File: src/rtl/smpl_ser_tx.sv
// Left-justified stereo serializer: captures a sample pair on each trigger and
// shifts it out MSB-first on bclk/lrclk/sdata, flagging dropped triggers.
module smpl_ser_tx #(
    parameter int SAMPLE_W      = 16,
    parameter int BCLK_HALF_DIV = 16
) (
    input  logic                clk,
    input  logic                reset,
    input  logic                smpl_rate_trig,
    input  logic [SAMPLE_W-1:0] sample_l,
    input  logic [SAMPLE_W-1:0] sample_r,
    output logic                sample_ack,
    output logic                overrun,
    output logic                busy,
    output logic                bclk,
    output logic                lrclk,
    output logic                sdata
);

    localparam int HCW = (BCLK_HALF_DIV > 1) ? $clog2(BCLK_HALF_DIV) : 1;
    localparam int BCW = $clog2(SAMPLE_W);
    localparam logic [HCW-1:0] HALF_LAST = HCW'(BCLK_HALF_DIV - 1);
    localparam logic [BCW-1:0] BIT_LAST  = BCW'(SAMPLE_W - 1);

    typedef enum logic [1:0] {IDLE, LEFT, RIGHT} state_t;

    state_t                  state, state_n;
    logic [HCW-1:0]          half_cnt, half_cnt_n;
    logic [BCW-1:0]          bit_cnt, bit_cnt_n;
    logic [2*SAMPLE_W-1:0]   sreg, sreg_n;
    logic                    bclk_n, ack_n, ovr_n;
    logic                    half_end, slot_end, frame_end;

    // Left and right samples share one shift register, so the MSB is always
    // the bit on the wire and it drains to zero by the end of the frame.
    assign sdata = sreg[2*SAMPLE_W-1];

    always_comb begin
        state_n    = state;
        half_cnt_n = half_cnt;
        bit_cnt_n  = bit_cnt;
        sreg_n     = sreg;
        bclk_n     = bclk;
        ack_n      = 1'b0;
        ovr_n      = 1'b0;

        half_end  = (state != IDLE) && (half_cnt == HALF_LAST);
        slot_end  = half_end && bclk;
        frame_end = slot_end && (state == RIGHT) && (bit_cnt == BIT_LAST);

        if (state != IDLE) begin
            if (half_end) begin
                half_cnt_n = '0;
                bclk_n     = ~bclk;
            end else begin
                half_cnt_n = half_cnt + 1'b1;
            end
            if (slot_end) begin
                sreg_n = {sreg[2*SAMPLE_W-2:0], 1'b0};
                if (bit_cnt == BIT_LAST) begin
                    bit_cnt_n = '0;
                    state_n   = (state == LEFT) ? RIGHT : IDLE;
                end else begin
                    bit_cnt_n = bit_cnt + 1'b1;
                end
            end
            if (smpl_rate_trig && !frame_end)
                ovr_n = 1'b1;
        end

        // A trigger on the final cycle of a frame chains straight into a new one.
        if (smpl_rate_trig && ((state == IDLE) || frame_end)) begin
            state_n    = LEFT;
            sreg_n     = {sample_l, sample_r};
            half_cnt_n = '0;
            bit_cnt_n  = '0;
            bclk_n     = 1'b0;
            ack_n      = 1'b1;
        end
    end

    always_ff @(posedge clk or posedge reset) begin
        if (reset) begin
            state      <= IDLE;
            half_cnt   <= '0;
            bit_cnt    <= '0;
            sreg       <= '0;
            bclk       <= 1'b0;
            lrclk      <= 1'b0;
            busy       <= 1'b0;
            sample_ack <= 1'b0;
            overrun    <= 1'b0;
        end else begin
            state      <= state_n;
            half_cnt   <= half_cnt_n;
            bit_cnt    <= bit_cnt_n;
            sreg       <= sreg_n;
            bclk       <= bclk_n;
            lrclk      <= (state_n == RIGHT);
            busy       <= (state_n != IDLE);
            sample_ack <= ack_n;
            overrun    <= ovr_n;
        end
    end

endmodule

File: config.mk
export PLATFORM = sky130hd
export DESIGN_NAME = smpl_ser_tx
export DESIGN_NICKNAME = d
export VERILOG_FILES = /design/src/rtl/smpl_ser_tx.sv
export SDC_FILE = /design/constraint.sdc
export NUM_CORES = 1
export LEC_CHECK = 0
export CAP_MARGIN = 20
export CORE_MARGIN = 4
export CORE_UTILIZATION = 43
export CTS_BUF_LIST = sky130_fd_sc_hd__clkbuf_16
export DETAILED_ROUTE_END_ITERATION = 10
export DONT_BUFFER_PORTS = 1
export GPL_ROUTABILITY_DRIVEN = 0
export GPL_TIMING_DRIVEN = 0
export SLEW_MARGIN = 5
export SYNTH_ARGS = -nofsm -noshare
export SYNTH_HDL_FRONTEND = slang
export SYNTH_SLANG_ARGS = --single-unit
File: constraint.sdc
create_clock -name clk -period 2 [get_ports clk]
set_input_delay 0.4 -clock clk [delete_from_list [all_inputs] [get_ports clk]]
set_output_delay 0.4 -clock clk [all_outputs]
set_load 0.005 [all_outputs]
==> results of run 1 <==
-- timing repair --
| action | in CTS | in global routing |
|---|---|---|
| hold endpoints to repair | 12 | 0 |
| gates resized for setup | 0 | 7 |
| pin swaps | 1 | 1 |
| setup endpoints to repair | 24 | 30 |
| buffers inserted | 0 | 1 |
| hold buffers | 1 | 0 |
-- power breakdown --
part	switching, uW	internal, uW	leakage [uW]
Sequential	0.444	952	0.000619
Combinational	19.3	7.55	0.000462
Clock	325	449	0.0000671
-- final timing paths --
check / from / endpoint / cells past startpoint
setup / recovery: half_cnt[0] / sreg[4] / 6
hold / removal: smpl_rate_trig / overrun / 1
setup reg to reg: half_cnt[0] / sreg[4] / 6
hold reg to reg: bit_cnt[3] / bit_cnt[3] / 1
max in group asynchronous: reset / state[1] / 3
min in group asynchronous: reset / sreg[28] / 2
-- sequential cells by signal, summed over array words and instances, names as in the netlist --
signal      flops
sreg           32
bit_cnt         4
state           2
sample_ack      1
overrun         1
half_cnt        4
bclk            1
lrclk           1
busy            1
-- critical path, delay by kind of cell (launching register included) --
kind	cells	cell delay (ns)
AND/OR/NAND/NOR	1	0.17
AO/OA/AOI/OAI	3	0.82
flip-flops	1	0.39
adder cells (fa/ha/maj)	1	0.20
buffers and inverters	1	0.17
-- area by class of cell --
cell class	count	area [um^2]	area share
flip-flops and latches	47	1180	0.474
multi-input cells	155	922	0.371
clock buffers	5	125	0.0504
plain buffers	17	118	0.0474
well taps	67	83.8	0.0338
repair buffers	3	37.5	0.0151
inverters	3	11.3	0.00454
clock inverters	2	8.76	0.00353
-- cell families after synthesis --
kind of cell | count (synthesis)
compound gates | 91
simple gates | 59
flops | 47
buf+inv | 20
xor+xnor | 3
fa+ha+maj | 2
-- metal layers --
layer,part of all wire,up-vias,track usage,wire length [um]
met2,0.46,34,0.231,2160
met3,0.041,7,0.0429,192
met5,0,-,0,0
met1,0.49,815,0.221,2300
met4,0.015,0,0.0608,72
li1,-,837,-,-
-- stage by stage --
step | instances | instance area, um^2 | setup WS [ns]
final | 299 | 2480 | 0.136
after global placement | 289 | 2300 | -0.0809
after CTS | 298 | 2470 | 0.0114
after global routing | 299 | 2480 | 0.0136
after detailed placement | 290 | 2320 | -0.0391
after floorplan | 222 | 2220 | 0.223
-- Yosys cell counts (3+ instances only) --
cell / n
o21ai_0: 25
buf_6: 6
a221o_1: 11
and3_1: 11
inv_1: 3
buf_2: 4
dfrtp_1: 47
clkbuf_1: 7
a31oi_1: 20
nand2_1: 8
nand3_1: 3
a21oi_1: 23
nor2_1: 26
==> results.json, run 1 <==
{
  "fin_nets": 269,
  "design.core.area_mm2": 0.00485,
  "synth_top_area_frac": 0.530,
  "syn_nets": 259,
  "netlist_instances": 222,
  "dp_hpwl_um": 3270,
  "nFillCells": 447,
  "grt_start_max_net_pins": 36,
  "antenna_found_initial": 0,
  "peakVddDrop_mv": 0.439,
  "arrival_ns": 2.03,
  "worst-r2r-setup-slack_ns": 0.14,
  "worstPathMaxFanout": 10,
  "synth_edf_count": 0,
  "final_util": 0.512,
  "wl_per_cell_um": 15.8,
  "drc": 0,
  "die_w_um": 79.8,
  "drtIter0Drc": 64,
  "cts_tree": "yes",
  "synth-compound-area-share": 0.261,
  "dominantRegCellSynth": "dfrtp_1",
  "drive_gt1_frac": 0.125,
  "cp_data_required_time_ns": 2.17,
  "setup_viol": 0,
  "antennaDiodeCount": 0,
  "slowest_stage": "o31ai_4",
  "clockRootBuffer": "clkbuf_16",
  "slew_headroom": 0.664,
  "final_common_cell": "dfrtp_1",
  "leakage_uw": 0.00115,
  "cap_violations": 0,
  "ant_nets": 0,
  "synth_top_family_by_area": "compound AO/OA/AOI/OAI gates",
  "grt_pass1_wl_um": 7840,
  "vias_per_cell": 5.66,
  "path_cells": "ha_1 > nand3_2 > o31ai_4 > a21oi_2 > buf_6 > a221o_1",
  "yosys.area_share.adder": 0.0113,
  "status": "finished, final reports clean",
  "syn_area_mm2": 0.00222,
  "final_cell_mix": "47 x dfrtp_1, 26 x nor2_1, 25 x o21ai_0",
  "final-hold-violation-count": 0,
  "overflow": 0,
  "finalCritPeriodShare": 0.932,
  "cp-start-kind": "flip-flop",
  "die_h_um": 79.8,
  "avgSynthCellArea_um2": 9.99,
  "clock.fmax_mhz": 537,
  "clock_latency_ns": 0.28,
  "synthMuxAreaShare": 0,
  "min_period_ns": 1.86,
  "synth_xor_area_frac": 0.0118,
  "clkSlewWorstSetupHoldPaths_ns": 0.06,
  "synth_warnings": 0,
  "dr_total_vias": 1693,
  "synth_top_area_cell": "dfrtp_1",
  "first_global_vias": 1620,
  "cts.htree.levels": 2,
  "grt_usage": 0.158,
  "worst_pin_slew_ns": 0.503,
  "syn2layout_area_growth_pct": 11.9,
  "die-area_mm2": 0.00637,
  "cts_buffer_depth": 2,
  "critPathMaxStageDelay_ns": 0.41,
  "rsz0062_at_grt": "no",
  "cts_sinks": 47,
  "final_max_slew_viol_count": 0,
  "seq_area_frac_synth": 0.530,
  "end_kind": "flip-flop",
  "finalSetupTns_ns": 0,
  "drt-pass1-iter-count": 4,
  "skew_ns": 0.00359,
  "hold_class": "in2reg",
  "hold-worst-slack_ns": 0.268,
  "start_util": 0.458,
  "routed_wl_um": 4720,
  "synth_cell_types": 36,
  "rows": 25,
  "total_power_uw": 1750,
  "ys_seq_elements": 47,
  "synth.area.top_cells": "dfrtp_1 53%, a31oi_1 5.6%, o21ai_0 5.6%, a21oi_1 5.2%, a221o_1 5.0%",
  "io_pins": 41,
  "power.density_mw_per_mm2": 706,
  "async_reset_ff_frac": 1.00,
  "critPathKind": "reg2reg",
  "numPortBuffers": 0,
  "synthSimpleGateAreaFrac": 0.129,
  "cts_inserted_buffers": 5
}
Power figures use the tool's default switching activity.
==> run 2, diff against run 1 <==
--- a/config.mk
+++ b/config.mk
@@ -5,6 +5,7 @@
 export SDC_FILE = /design/constraint.sdc
 export NUM_CORES = 1
 export LEC_CHECK = 0
+export ABC_AREA = 1
 export CAP_MARGIN = 20
 export CORE_MARGIN = 4
 export CORE_UTILIZATION = 43
==> results.json, run 2 <==
{
  "wl_per_cell_um": 13.8,
  "skew_ns": 0.00745,
  "critPathKind": "reg2reg",
  "antenna_found_initial": 0,
  "crit_family": "simple AND/OR/NAND/NOR gates",
  "drc": 0,
  "grt_pass1_wl_um": 9310,
  "regMostFlops": "sreg",
  "syn2layout_area_growth_pct": 10.3,
  "syn_nets": 349,
  "cpMostUsedCell": "nand2_1",
  "status": "finished, final reports clean",
  "synth_edf_count": 0,
  "ant_nets": 0,
  "die_w_um": 82.8,
  "path_buf_inv": 2,
  "seq_area_frac_synth": 0.488,
  "leakage_uw": 0.00145,
  "worstPathMaxFanout": 10,
  "worst_pin_slew_ns": 0.507,
  "design.core.area_mm2": 0.00527,
  "vias_per_cell": 5.03,
  "min_period_ns": 1.74,
  "async_reset_ff_frac": 1.00,
  "hold_class": "in2async",
  "start_util": 0.457,
  "numPortBuffers": 0,
  "syn_area_mm2": 0.00241,
  "cp-startpoint": "half_cnt[0]",
  "dp_hpwl_um": 3780,
  "first_global_vias": 1928,
  "holdBufCountCts": 0,
  "dr_total_vias": 1967,
  "cts_inserted_buffers": 5,
  "clockRootBuffer": "clkbuf_16",
  "cts_setup_buffers": 0,
  "drtIter0Drc": 126,
  "final-hold-violation-count": 0,
  "cts_buffer_depth": 2,
  "synth.most_common_cell": "nand2_1",
  "final_common_cell": "nand2_1",
  "rows": 26,
  "grt_usage": 0.165,
  "dominantRegCellSynth": "dfrtp_1",
  "cap_violations": 0,
  "gr-usage-met3": 0.0356,
  "largest_reg_flops": 32,
  "largestRegisters": "sreg x32, bit_cnt x4, half_cnt x4",
  "rsz0062_at_grt": "no",
  "clkSlewWorstSetupHoldPaths_ns": 0.06,
  "power.density_mw_per_mm2": 683,
  "synthTopCellsByCount": "92 x nand2_1, 48 x inv_1, 47 x dfrtp_1",
  "slew_headroom": 0.662,
  "use_met2": 0.258,
  "arrival_ns": 1.91,
  "end_kind": "flip-flop",
  "netlist_instances": 312,
  "r2r_cells": 10,
  "peakVddDrop_mv": 0.383,
  "met1_usage": 0.231,
  "grt_busiest_layer": "met2",
  "die_h_um": 82.8,
  "post_cts_resized": 0,
  "grt_start_max_net_pins": 29,
  "die-area_mm2": 0.00686,
  "final_util": 0.504,
  "setup_viol": 0,
  "slowest_stage": "dfrtp_1",
  "ys_seq_elements": 47,
  "total_power_uw": 1810,
  "synth_top_area_frac": 0.488,
  "synth.area.top_cells": "dfrtp_1 49%, nand2_1 14%, inv_1 7.5%, nand4_1 7.3%, nand3_1 6.4%",
  "rr_startpoint": "half_cnt[0]",
  "critPathMaxStageDelay_ns": 0.39,
  "synth_top_area_cell": "dfrtp_1",
  "overflow": 0,
  "final_max_slew_viol_count": 0,
  "finalCritPeriodShare": 0.868,
  "rr_endpoint": "sreg[14]",
  "routed_wl_um": 5400,
  "pre_cts_ws_ns": 0.285,
  "cp_data_required_time_ns": 2.17,
  "synth_cell_types": 22,
  "cts_tree": "yes",
  "cts_sinks": 47,
  "worst-r2r-setup-slack_ns": 0.26,
  "nFillCells": 542,
  "clock.fmax_mhz": 576,
  "fin_nets": 357,
  "clock_latency_ns": 0.29,
  "cts.htree.levels": 2,
  "hold-worst-slack_ns": 0.00823,
  "final_cell_mix": "92 x nand2_1, 48 x inv_1, 47 x dfrtp_1",
  "avgSynthCellArea_um2": 7.72,
  "path_cells": "ha_1 > nand3_1 > nor2_2 > nand3_1 > nand2_1 > buf_4 > buf_6 > nand4_1 > nand2_1 > nand2_1",
  "setup_slack_ns": 0.265,
  "io_pins": 41,
  "synth_warnings": 0,
  "antennaDiodeCount": 0,
  "cp-start-kind": "flip-flop",
  "drive_gt1_frac": 0.0872,
  "drt-pass1-iter-count": 5
}
[run 2: cell type report]
class / instances / area, um^2 / share of cell area
Sequential cell: 47 / 1180 / 0.443
Timing Repair Buffer: 1 / 20.0 / 0.00753
Multi-Input combinational cell: 196 / 937 / 0.353
Buffer: 19 / 108 / 0.0405
Clock buffer: 5 / 125 / 0.0471
Tap cell: 70 / 87.6 / 0.0330
Inverter: 50 / 188 / 0.0706
Clock inverter: 3 / 16.3 / 0.00612
[run 2: logic make-up (layout without fill, tap and decap cells)]
logic type | count (synthesis) | in the layout | synth area share
simple gates | 165 | 165 | 0.308
buf+inv | 69 | 78 | 0.123
flops | 47 | 47 | 0.488
compound gates | 24 | 24 | 0.0525
xor+xnor | 5 | 5 | 0.0182
fa+ha+maj | 2 | 2 | 0.0104
[run 2: where the power goes]
part           switching [uW]  internal (uW)  total, uW
Clock                     361            457        818
Sequential              0.463            951        952
Combinational            35.4           9.63       45.0
[run 2: worst register-to-register path, delay by kind of cell (launching register included)]
| kind | cells | cell delay, ns |
|---|---|---|
| adder cells (fa/ha/maj) | 1 | 0.17 |
| flip-flops | 1 | 0.39 |
| AND/OR/NAND/NOR | 7 | 0.71 |
| buffers and inverters | 2 | 0.35 |
[run 2: worst max path at each step]
stage | end | depth (start not counted) | slack, ns
after floorplan | bclk | 1 | 0.48
after global placement | half_cnt[3] | 1 | -0.12
after detailed placement | sreg[14] | 10 | 0.28
after CTS | sreg[14] | 10 | 0.26
after global routing | sreg[14] | 10 | 0.11
final | sreg[14] | 10 | 0.26
[run 2: stage by stage]
stage / cells / cell area [um^2] / TNS, ns
after global routing: 391 / 2660 / 0
after detailed placement: 383 / 2520 / 0
after global placement: 382 / 2500 / -5.62
final: 391 / 2660 / 0
after floorplan: 312 / 2410 / 0
after CTS: 391 / 2660 / 0
[run 2: metal layers]
| layer | vias up | share of wire |
|---|---|---|
| li1 | 1005 | - |
| met1 | 906 | 0.49 |
| met2 | 47 | 0.45 |
| met3 | 9 | 0.042 |
| met4 | 0 | 0.015 |
| met5 | - | 0 |
